`config.mk`:
```
export PLATFORM = sky130hd
export DESIGN_NAME = lut_neuron_sweeper
export DESIGN_NICKNAME = d
export VERILOG_FILES = /design/src/rtl/lut_neuron_sweeper.sv
export SDC_FILE = /design/constraint.sdc
export NUM_CORES = 1
export LEC_CHECK = 0
export ABC_AREA = 1
export CAP_MARGIN = 20
export CORE_UTILIZATION = 40
export CTS_BUF_LIST = sky130_fd_sc_hd__clkbuf_8
export DETAILED_ROUTE_END_ITERATION = 12
export PLACE_DENSITY = 0.61
export SKIP_CTS_REPAIR_TIMING = 1
export SLEW_MARGIN = 20
export SYNTH_ARGS = -nofsm -noshare
export SYNTH_HDL_FRONTEND = slang
export SYNTH_SLANG_ARGS = --single-unit
```
`constraint.sdc`:
```
create_clock -name clk -period 2.85 [get_ports clk]
set_input_delay 0.4275 -clock clk [delete_from_list [all_inputs] [get_ports clk]]
set_output_delay 0.4275 -clock clk [all_outputs]
set_load 0.05 [all_outputs]
```
`src/rtl/lut_neuron_sweeper.sv`:
```
// lut_neuron_sweeper: drives every input code into one IN_W-input LUT neuron,
// captures its 1-bit output and streams the truth table as WORD_W-bit words
// over a single-register valid/ready port.
// Optional feature: define LUT_SWEEP_POPCNT_EN to append a trailer word
// carrying the number of ones captured during the sweep.
//
// state   | meaning
// IDLE    | waiting for start
// PROBE   | probe code on M0, wait counter loaded
// WAIT    | counting down neuron latency, capture at zero
// EMIT    | completed word held in output register until accepted
// TRAILER | popcount word held until accepted (LUT_SWEEP_POPCNT_EN only)
// DONE    | one-cycle done pulse, back to IDLE
module lut_neuron_sweeper #(
    parameter int IN_W   = 8,
    parameter int WORD_W = 32,
    parameter int LAT    = 0
) (
    input  logic              clk,
    input  logic              rst,
    input  logic              start,
    output logic              busy,
    output logic              done,
    output logic [IN_W-1:0]   M0,
    input  logic              M1,
    output logic [WORD_W-1:0] out_data,
    output logic              out_valid,
    input  logic              out_ready,
    output logic              out_last
);

    localparam int BIT_W = $clog2(WORD_W);
    localparam int CNT_W = (LAT > 0) ? $clog2(LAT + 1) : 1;

    typedef enum logic [2:0] {
        S_IDLE,
        S_PROBE,
        S_WAIT,
        S_EMIT,
`ifdef LUT_SWEEP_POPCNT_EN
        S_TRAILER,
`endif
        S_DONE
    } state_t;

    state_t            state;
    logic [IN_W-1:0]   j;
    logic [CNT_W-1:0]  wait_cnt;
    logic [WORD_W-1:0] sreg;
    logic              capture;
    logic              word_end;
    logic              last_probe;
`ifdef LUT_SWEEP_POPCNT_EN
    logic [8:0]        pop;
`endif

    // M0[IN_W-1] toggles fastest: the probe code is the reversed index.
    function automatic logic [IN_W-1:0] bit_rev(input logic [IN_W-1:0] v);
        logic [IN_W-1:0] r;
        for (int i = 0; i < IN_W; i++) r[i] = v[IN_W-1-i];
        return r;
    endfunction

    assign word_end   = &j[BIT_W-1:0];
    assign last_probe = &j;

    // Capture happens once the neuron output for the current probe has settled.
    always_comb begin
        capture = 1'b0;
        if (state == S_PROBE && LAT == 0) capture = 1'b1;
        if (state == S_WAIT && wait_cnt == '0) capture = 1'b1;
    end

    // Sweep sequencer with registered outputs.
    always_ff @(posedge clk) begin
        if (rst) begin
            state     <= S_IDLE;
            j         <= '0;
            wait_cnt  <= '0;
            sreg      <= '0;
            busy      <= 1'b0;
            done      <= 1'b0;
            M0        <= '0;
            out_data  <= '0;
            out_valid <= 1'b0;
            out_last  <= 1'b0;
`ifdef LUT_SWEEP_POPCNT_EN
            pop       <= '0;
`endif
        end else begin
            done <= 1'b0;
            case (state)
                S_IDLE: begin
                    if (start) begin
                        busy  <= 1'b1;
                        j     <= '0;
                        M0    <= bit_rev('0);
                        state <= S_PROBE;
`ifdef LUT_SWEEP_POPCNT_EN
                        pop   <= '0;
`endif
                    end
                end
                S_PROBE: begin
                    if (LAT != 0) begin
                        wait_cnt <= CNT_W'(LAT - 1);
                        state    <= S_WAIT;
                    end
                end
                S_WAIT: begin
                    if (wait_cnt != '0) wait_cnt <= wait_cnt - 1'b1;
                end
                S_EMIT: begin
                    if (out_ready) begin
                        if (last_probe) begin
`ifdef LUT_SWEEP_POPCNT_EN
                            out_data <= {{(WORD_W-9){1'b0}}, pop};
                            out_last <= 1'b1;
                            state    <= S_TRAILER;
`else
                            out_valid <= 1'b0;
                            out_last  <= 1'b0;
                            busy      <= 1'b0;
                            done      <= 1'b1;
                            state     <= S_DONE;
`endif
                        end else begin
                            out_valid <= 1'b0;
                            j         <= j + 1'b1;
                            M0        <= bit_rev(j + 1'b1);
                            state     <= S_PROBE;
                        end
                    end
                end
`ifdef LUT_SWEEP_POPCNT_EN
                S_TRAILER: begin
                    if (out_ready) begin
                        out_valid <= 1'b0;
                        out_last  <= 1'b0;
                        busy      <= 1'b0;
                        done      <= 1'b1;
                        state     <= S_DONE;
                    end
                end
`endif
                S_DONE: begin
                    state <= S_IDLE;
                end
                default: state <= S_IDLE;
            endcase

            // The word-completing bit goes straight into the output register.
            if (capture) begin
                sreg <= {M1, sreg[WORD_W-1:1]};
`ifdef LUT_SWEEP_POPCNT_EN
                pop  <= pop + 9'(M1);
`endif
                if (word_end) begin
                    out_data  <= {M1, sreg[WORD_W-1:1]};
                    out_valid <= 1'b1;
`ifdef LUT_SWEEP_POPCNT_EN
                    out_last  <= 1'b0;
`else
                    out_last  <= last_probe;
`endif
                    state     <= S_EMIT;
                end else begin
                    j     <= j + 1'b1;
                    M0    <= bit_rev(j + 1'b1);
                    state <= S_PROBE;
                end
            end
        end
    end

endmodule

```
==> results_dict.tcl <==
set metrics [dict create \
    yosysSeqAreaShare_pct 49.3 \
    drive_gt1_share_pct 7.72 \
    cap_viol_max_count 0 \
    max_slew_margin_pct 64.8 \
    fin_nets 506 \
    syn-instance-count 460 \
    end_kind "register" \
    diodes 0 \
    start_kind "register" \
    htreeDepth 3 \
    drtPass1Iterations 4 \
    coreArea_mm2 0.00834 \
    fmax_mhz 493 \
    arrival_ns 2.25 \
    slowest_delay_ns 0.42 \
    synth_seq_cells 86 \
    vias 3005 \
    gp_congestion 0.815 \
    die_h_um 95.4 \
    placementRows 33 \
    synth_area_leaders "dfxtp_1 49%, nor2_1 11%, nand2_1 8.3%" \
    switching_share_pct 24.9 \
    first_global_vias 2912 \
    drt_iter0_drc 199 \
    ant_nets 0 \
    finalSetupTns_ns 0 \
    path_cells "ha_1, nand2_2, nor2_8, inv_4, nor2_8, inv_4, o21ai_0, a21oi_1" \
    grt.total_usage_pct 18.5 \
    fin_skew_ns 0.00680 \
    yosys.area.top_type "dfxtp_1" \
    grt_overflow 0 \
    worstSetupPathType "reg -> reg" \
    numCtsBuffers 9 \
    drc_errors 0 \
    finalMaxSlewViolations 0 \
    power.density_mw_per_mm2 575 \
    start_util_pct 41.9 \
    finalCriticalPeriod_ns 2.03 \
    hold_depth 2 \
    grt_pass1_wl_mm 13.2 \
    syn_nets 466 \
    min_path_type "reg -> reg" \
    synth_cell_type_count 30 \
    wl_mm 7.53 \
    leakagePower_nw 1.69 \
    dieArea_mm2 0.00910 \
    wl_per_cell_um 12.3 \
    syn_area_per_cell_um2 7.59 \
    grt_max_degree 54 \
    rsz0062_at_grt "no" \
    seqPwrFrac_pct 53.4 \
    finish.utilization_pct 50.3 \
    dp_slack_ns 0.801 \
    crit_required_ns 3.07 \
    areaGrowthSynthToFinish_pct 20.3 \
    cp_max_fo 36 \
    antenna_found_initial 0 \
    min-delay-start "out_data[23]" \
    clock_latency_ns 0.34 \
    yosys_warnings 0 \
    synth_top_area_share_pct 49.3 \
    r2r_start "j[0]" \
    crit_start "j[0]" \
    combPwrFrac_pct 9.0 \
    port_buffers 48 \
    ios 49 \
    path_clk_slew_ns 0.08 \
    hold_viol 0 \
    setup_viol 0 \
    max-vdd-ir-drop_mv 0.265 \
    cts_tree "built" \
    layout_setup_ws_ns 0.820 \
    tightestPinTransition_ns 0.526 \
    p_int_w 0.00181 \
    syn_area_mm2 0.00349 \
    dp_hpwl_mm 4.87 \
    switchingPower_w 0.000602 \
    clockBufferDepth 2 \
    fin_crit_sh_pct 71.2 \
    status "finished, final reports clean" \
    reg2regPathDepth 8 \
    die_w_um 95.4 \
    cts.sinks 86 \
    cts-root-buf "clkbuf_8" \
    pwr-share-clk_pct 37.7 \
    via_per_inst 4.93 \
    slowest_stage "dfxtp_1" \
]
## per-stage QoR
step | std cells | total power (W) | hold slack (ns) | instance area (µm²)
6_report | 610 | 0.00242 | 0.466 | 4200
5_1_grt | 610 | 0.00254 | 0.482 | 4200
4_1_cts | 610 | 0.00245 | 0.471 | 4200
3_5_place_dp | 594 | 0.00153 | 0.456 | 3990
3_3_place_gp | 594 | 0.00153 | 0.454 | 3990
2_1_floorplan | 460 | 0.00148 | 0.454 | 3490
## path summary, 6_finish.rpt
kind / endpoint / slack, ns
max reg2reg: out_last / 0.82
min: out_data[23] / 0.47
max: out_last / 0.82
min reg2reg: out_data[23] / 0.47
## cell type report
| cell class | count | area [µm²] |
|---|---|---|
| Clock inverter | 7 | 90.1 |
| Timing Repair Buffer | 51 | 503 |
| Tap cell | 105 | 131 |
| Multi-Input combinational cell | 327 | 1530 |
| Inverter | 25 | 98.8 |
| Sequential cell | 86 | 1720 |
| Clock buffer | 9 | 124 |
| Fill cell | 841 | 4140 |
## synth_stat cells
cell,number
inv_1,20
xor2_1,2
o21ai_0,54
nand2_2,9
a21oi_2,1
a31oi_1,5
clkbuf_2,1
nor2_8,2
o21ai_1,1
nor3_1,1
o21bai_1,1
dfxtp_1,86
a2bb2oi_1,1
buf_6,6
nand3_4,2
nor2_1,106
nand3_1,15
inv_2,3
nand2_1,77
a21oi_1,43
buf_2,3
buf_1,1
clkbuf_1,9
ha_1,1
buf_4,2
inv_4,2
nor2_4,3
o211ai_1,1
nor4_1,1
nand3b_1,1
## kinds of logic (layout without fill, tap and decap cells)
family                     after synthesis  after routing  share of synthesized area [%]
AOI/OAI and AO/OA                      107            107                           15.9
xor gates and xnor gates                 2              2                          0.502
adders and majority gates                1              1                          0.358
buffers and inverters                   47             92                           6.85
DFF                                     86             86                           49.3
and+or+nand+nor                        217            217                           27.1
## power groups by stage
stage | clock network [W] | registers (W) | logic (W)
after global routing | 0.000997 | 0.00130 | 0.000246
after global placement | 0 | 0.00131 | 0.000214
after floorplan | 0 | 0.00134 | 0.000138
after detailed placement | 0 | 0.00132 | 0.000217
after CTS | 0.000943 | 0.00129 | 0.000217
final | 0.000910 | 0.00129 | 0.000216
## cell usage in the layout (no fill, tap or decap), types with 2 or more instances in the layout
cell type	netlist	layout
xor2_1	2	2
nand3_1	15	15
inv_4	2	2
inv_2	3	3
bufinv_16	0	2
nand3_4	2	2
clkbuf_8	0	9
buf_4	2	3
o21ai_0	54	54
nand2_2	9	9
clkdlybuf4s50_1	0	48
nor2_8	2	2
nor2_1	106	106
nor2_4	3	3
inv_1	20	22
dfxtp_1	86	86
nand2_1	77	77
a21oi_1	43	43
a31oi_1	5	5
## worst max-delay path: cells and delay by family (launching register included)
kind            cells  cell delay, ns
fa+ha+maj           1            0.23
buf+inv             2            0.31
flops               1            0.42
simple gates        3            0.69
compound gates      2            0.26
## routing by layer
metal | GRT usage, % | wire (µm) | vias to the layer above
li1 | - | - | 1566
met1 | 22.1 | 3370 | 1366
met2 | 31.8 | 3700 | 67
met3 | 5.50 | 400 | 6
met4 | 5.47 | 59 | 0
met5 | 0 | 0 | -
## state kept, by name, summed over array words and instances, names as in the netlist
name	count
busy	1
M0	8
j	8
out_valid	1
state	3
sreg	31
out_last	1
done	1
out_data	32
No activity file was read; power rests on OpenSTA's default activity.
==> edit: new RTL, same settings <==
Encoding of `state_t`: now one-hot (5 bits for 5 states).
--- a/src/rtl/lut_neuron_sweeper.sv
+++ b/src/rtl/lut_neuron_sweeper.sv
@@ -33,13 +33,13 @@
     localparam int CNT_W = (LAT > 0) ? $clog2(LAT + 1) : 1;
 
-    typedef enum logic [2:0] {
-        S_IDLE,
-        S_PROBE,
-        S_WAIT,
-        S_EMIT,
+    typedef enum logic [4:0] {
+        S_IDLE  = 5'b00001,
+        S_PROBE = 5'b00010,
+        S_WAIT  = 5'b00100,
+        S_EMIT  = 5'b01000,
 `ifdef LUT_SWEEP_POPCNT_EN
         S_TRAILER,
 `endif
-        S_DONE
+        S_DONE  = 5'b10000
     } state_t;
 
Formal check against the unedited RTL: same outputs for any inputs over 10 cycles, from zero or initial values and one cycle with rst high; not proved beyond that.
==> edit against the original RTL <==
  * Count of clock-buffer cells in the layout is the same
  * Global-route usage shrank 1.7 points
  * Non-clock buffer count grew 2
  * Fmax is essentially flat
  * Critical path depth is the same
  * Sequential cell count grew 1
  * Power shrank 2.1%
  * Worst setup slack gained 0.0015 ns
  * Wire length grew 1.8%
  * Synthesized area grew 2.5%
  * Final area grew 1.9%
  * Clock skew grew 0.0067 ns
  * Cell count shrank 0.66%
  * Critical endpoint unchanged
==> edit: results (changes against the original RTL) <==
- Run status: finished clean
- Worst min-delay path category: register to register
- Post-route standard cell area excluding fillers: 4280 µm² (+1.9%)
- Data arrival time of the worst path: 2.26 ns
- Library cell contributing the largest single delay on the critical path: sky130_fd_sc_hd__nor2_4
- Portion of the post-synthesis area used by sequential elements: 48.7% (-0.66 points)
- Worst-path maximum fanout: 22 (-39%)
- Clk Latency, worst-skew pair: 0.35 ns
- Peak VDD IR: 0.221 mV (-16%)
- Global-route wire length before repair: 13000 µm (-1.1%)
- Gate family responsible for the most delay along the worst path: simple AND/OR/NAND/NOR gates
- Post-CTS clock slew at the launch and capture registers of the worst setup and hold paths: 0.09 ns
- Clk. pwr: 770 µW (-15%)
- Global router's overall resource usage: 16.7% (-1.7 points)
- Post-synthesis cell count: 454 (-1.3%)
- Post-Synthesis Net Count: 460 (-1.3%)
- First-pass iteration count of the detailed router: 4 (unchanged)
- Top cells by area in the synthesized netlist: sky130_fd_sc_hd__dfxtp_1 (49%), sky130_fd_sc_hd__a21oi_1 (7.8%), sky130_fd_sc_hd__nor2_1 (7.2%), sky130_fd_sc_hd__o21ai_0 (6.6%), sky130_fd_sc_hd__nand2_1 (5.8%)
- Relative max-transition margin: 64.9% (+0.11 points)
- Total number of nets in the final design: 499 (-1.4%)
- Violation count after the first detailed-routing iteration: 79 (-60%)
- Fraction of registers with async set or reset after synthesis: 0% (unchanged)
- Total half-perimeter wirelength after legalization and detailed placement: 4960 µm (+1.9%)
- Count of buffers from port buffering: 48 (unchanged)
- Number of placed instances with taps included: 590 (-0.67%)
- Antenna violations before repair: 0 (unchanged)
- Registers with the most flip-flops: out_data x32, sreg x31
- Commonest register cell after synthesis: sky130_fd_sc_hd__dfxtp_1
- Global placer's final weighted congestion: 0.839 (+2.9%)
- Post-place instance area: 4110 µm² (+3.0%)
- Average wire per standard cell: 12.6 µm (+2.4%)
- Fillers: 872 (+3.7%)
- Worst setup timing slack at the placement stage: 0.804 ns (+0.00257 ns)
- P_comb: 288 µW (+33%)
- Non-filler cells, final: 606 (-0.66%)
- Synth unique cells: 28 (-6.7%)
- Post-Route Skew: 0.0135 ns (+0.00674 ns)
- Share of post-route cells with drive strength above 1: 9.24% (+1.5 points)
- Number of global-route vias before repair: 2808 (-3.6%)
- Total negative setup slack: 0 ns (unchanged)
- Count of inserted antenna diode cells: 0 (unchanged)
- Pin count of the biggest net entering global routing: 57 (+5.6%)
- Via count of the routed design: 2993 (-0.40%)
- Standby leakage power: 1.53 nW (-9.5%)
- Slowest cell delay on critical path: 0.43 ns
- Int Pwr: 1.68 mW (-7.5%)
- Commonest cells post-synth: sky130_fd_sc_hd__dfxtp_1 (87), sky130_fd_sc_hd__nor2_1 (69), sky130_fd_sc_hd__a21oi_1 (56), sky130_fd_sc_hd__nand2_1 (55), sky130_fd_sc_hd__o21ai_0 (47)
- Synthesis warning total: 0 (unchanged)
edit: cell types whose count changed after synthesis, moves of 6 or more:
cell and change:
sky130_fd_sc_hd__a211oi_1 +18, sky130_fd_sc_hd__a211oi_2 +8, sky130_fd_sc_hd__a21oi_1 +13, sky130_fd_sc_hd__buf_2 +6
sky130_fd_sc_hd__inv_1 +24, sky130_fd_sc_hd__nand2_1 -22, sky130_fd_sc_hd__nor2_1 -37, sky130_fd_sc_hd__o21ai_0 -7
edit: per-layer routing:
| metal | up-vias | share of wire [%] | track usage, % |
|---|---|---|---|
| met1 | 1362 | 51 | 22.7 |
| li1 | 1577 | - | - |
| met3 | 9 | 3.2 | 3.54 |
| met2 | 45 | 45 | 26.2 |
| met4 | 0 | 1.0 | 6.20 |
| met5 | - | 0 | 0 |
edit: cell type report:
| type | count | area share, % |
|---|---|---|
| clock buffers | 9 | 2.89 |
| clock inverters | 7 | 1.14 |
| inverters | 48 | 4.21 |
| multi-input cells | 294 | 35.5 |
| flip-flops and latches | 87 | 40.7 |
| well taps | 108 | 3.16 |
| repair buffers | 53 | 12.4 |
edit: cells by family after synthesis:
| kind of cell | share of synthesized area (%) |
|---|---|
| simple gates | 18.5 |
| fa+ha+maj | 0.349 |
| compound gates | 23.1 |
| flops | 48.7 |
| xor+xnor | 0.489 |
| buf+inv | 8.91 |
edit: path summary, 6_finish.rpt:
check / startpoint / endpoint / slack, ns / cells after the start
setup / recovery: j[0] / out_last / 0.82 / 8
hold reg to reg: busy / busy / 0.45 / 2
hold / removal: busy / busy / 0.45 / 2
setup reg to reg: j[0] / out_last / 0.82 / 8
edit: worst min-delay path, cell delays in order, from the launching register on:
cell,delay (ns)
sky130_fd_sc_hd__dfxtp_1,0.32
sky130_fd_sc_hd__inv_1,0.05
sky130_fd_sc_hd__a21oi_1,0.05
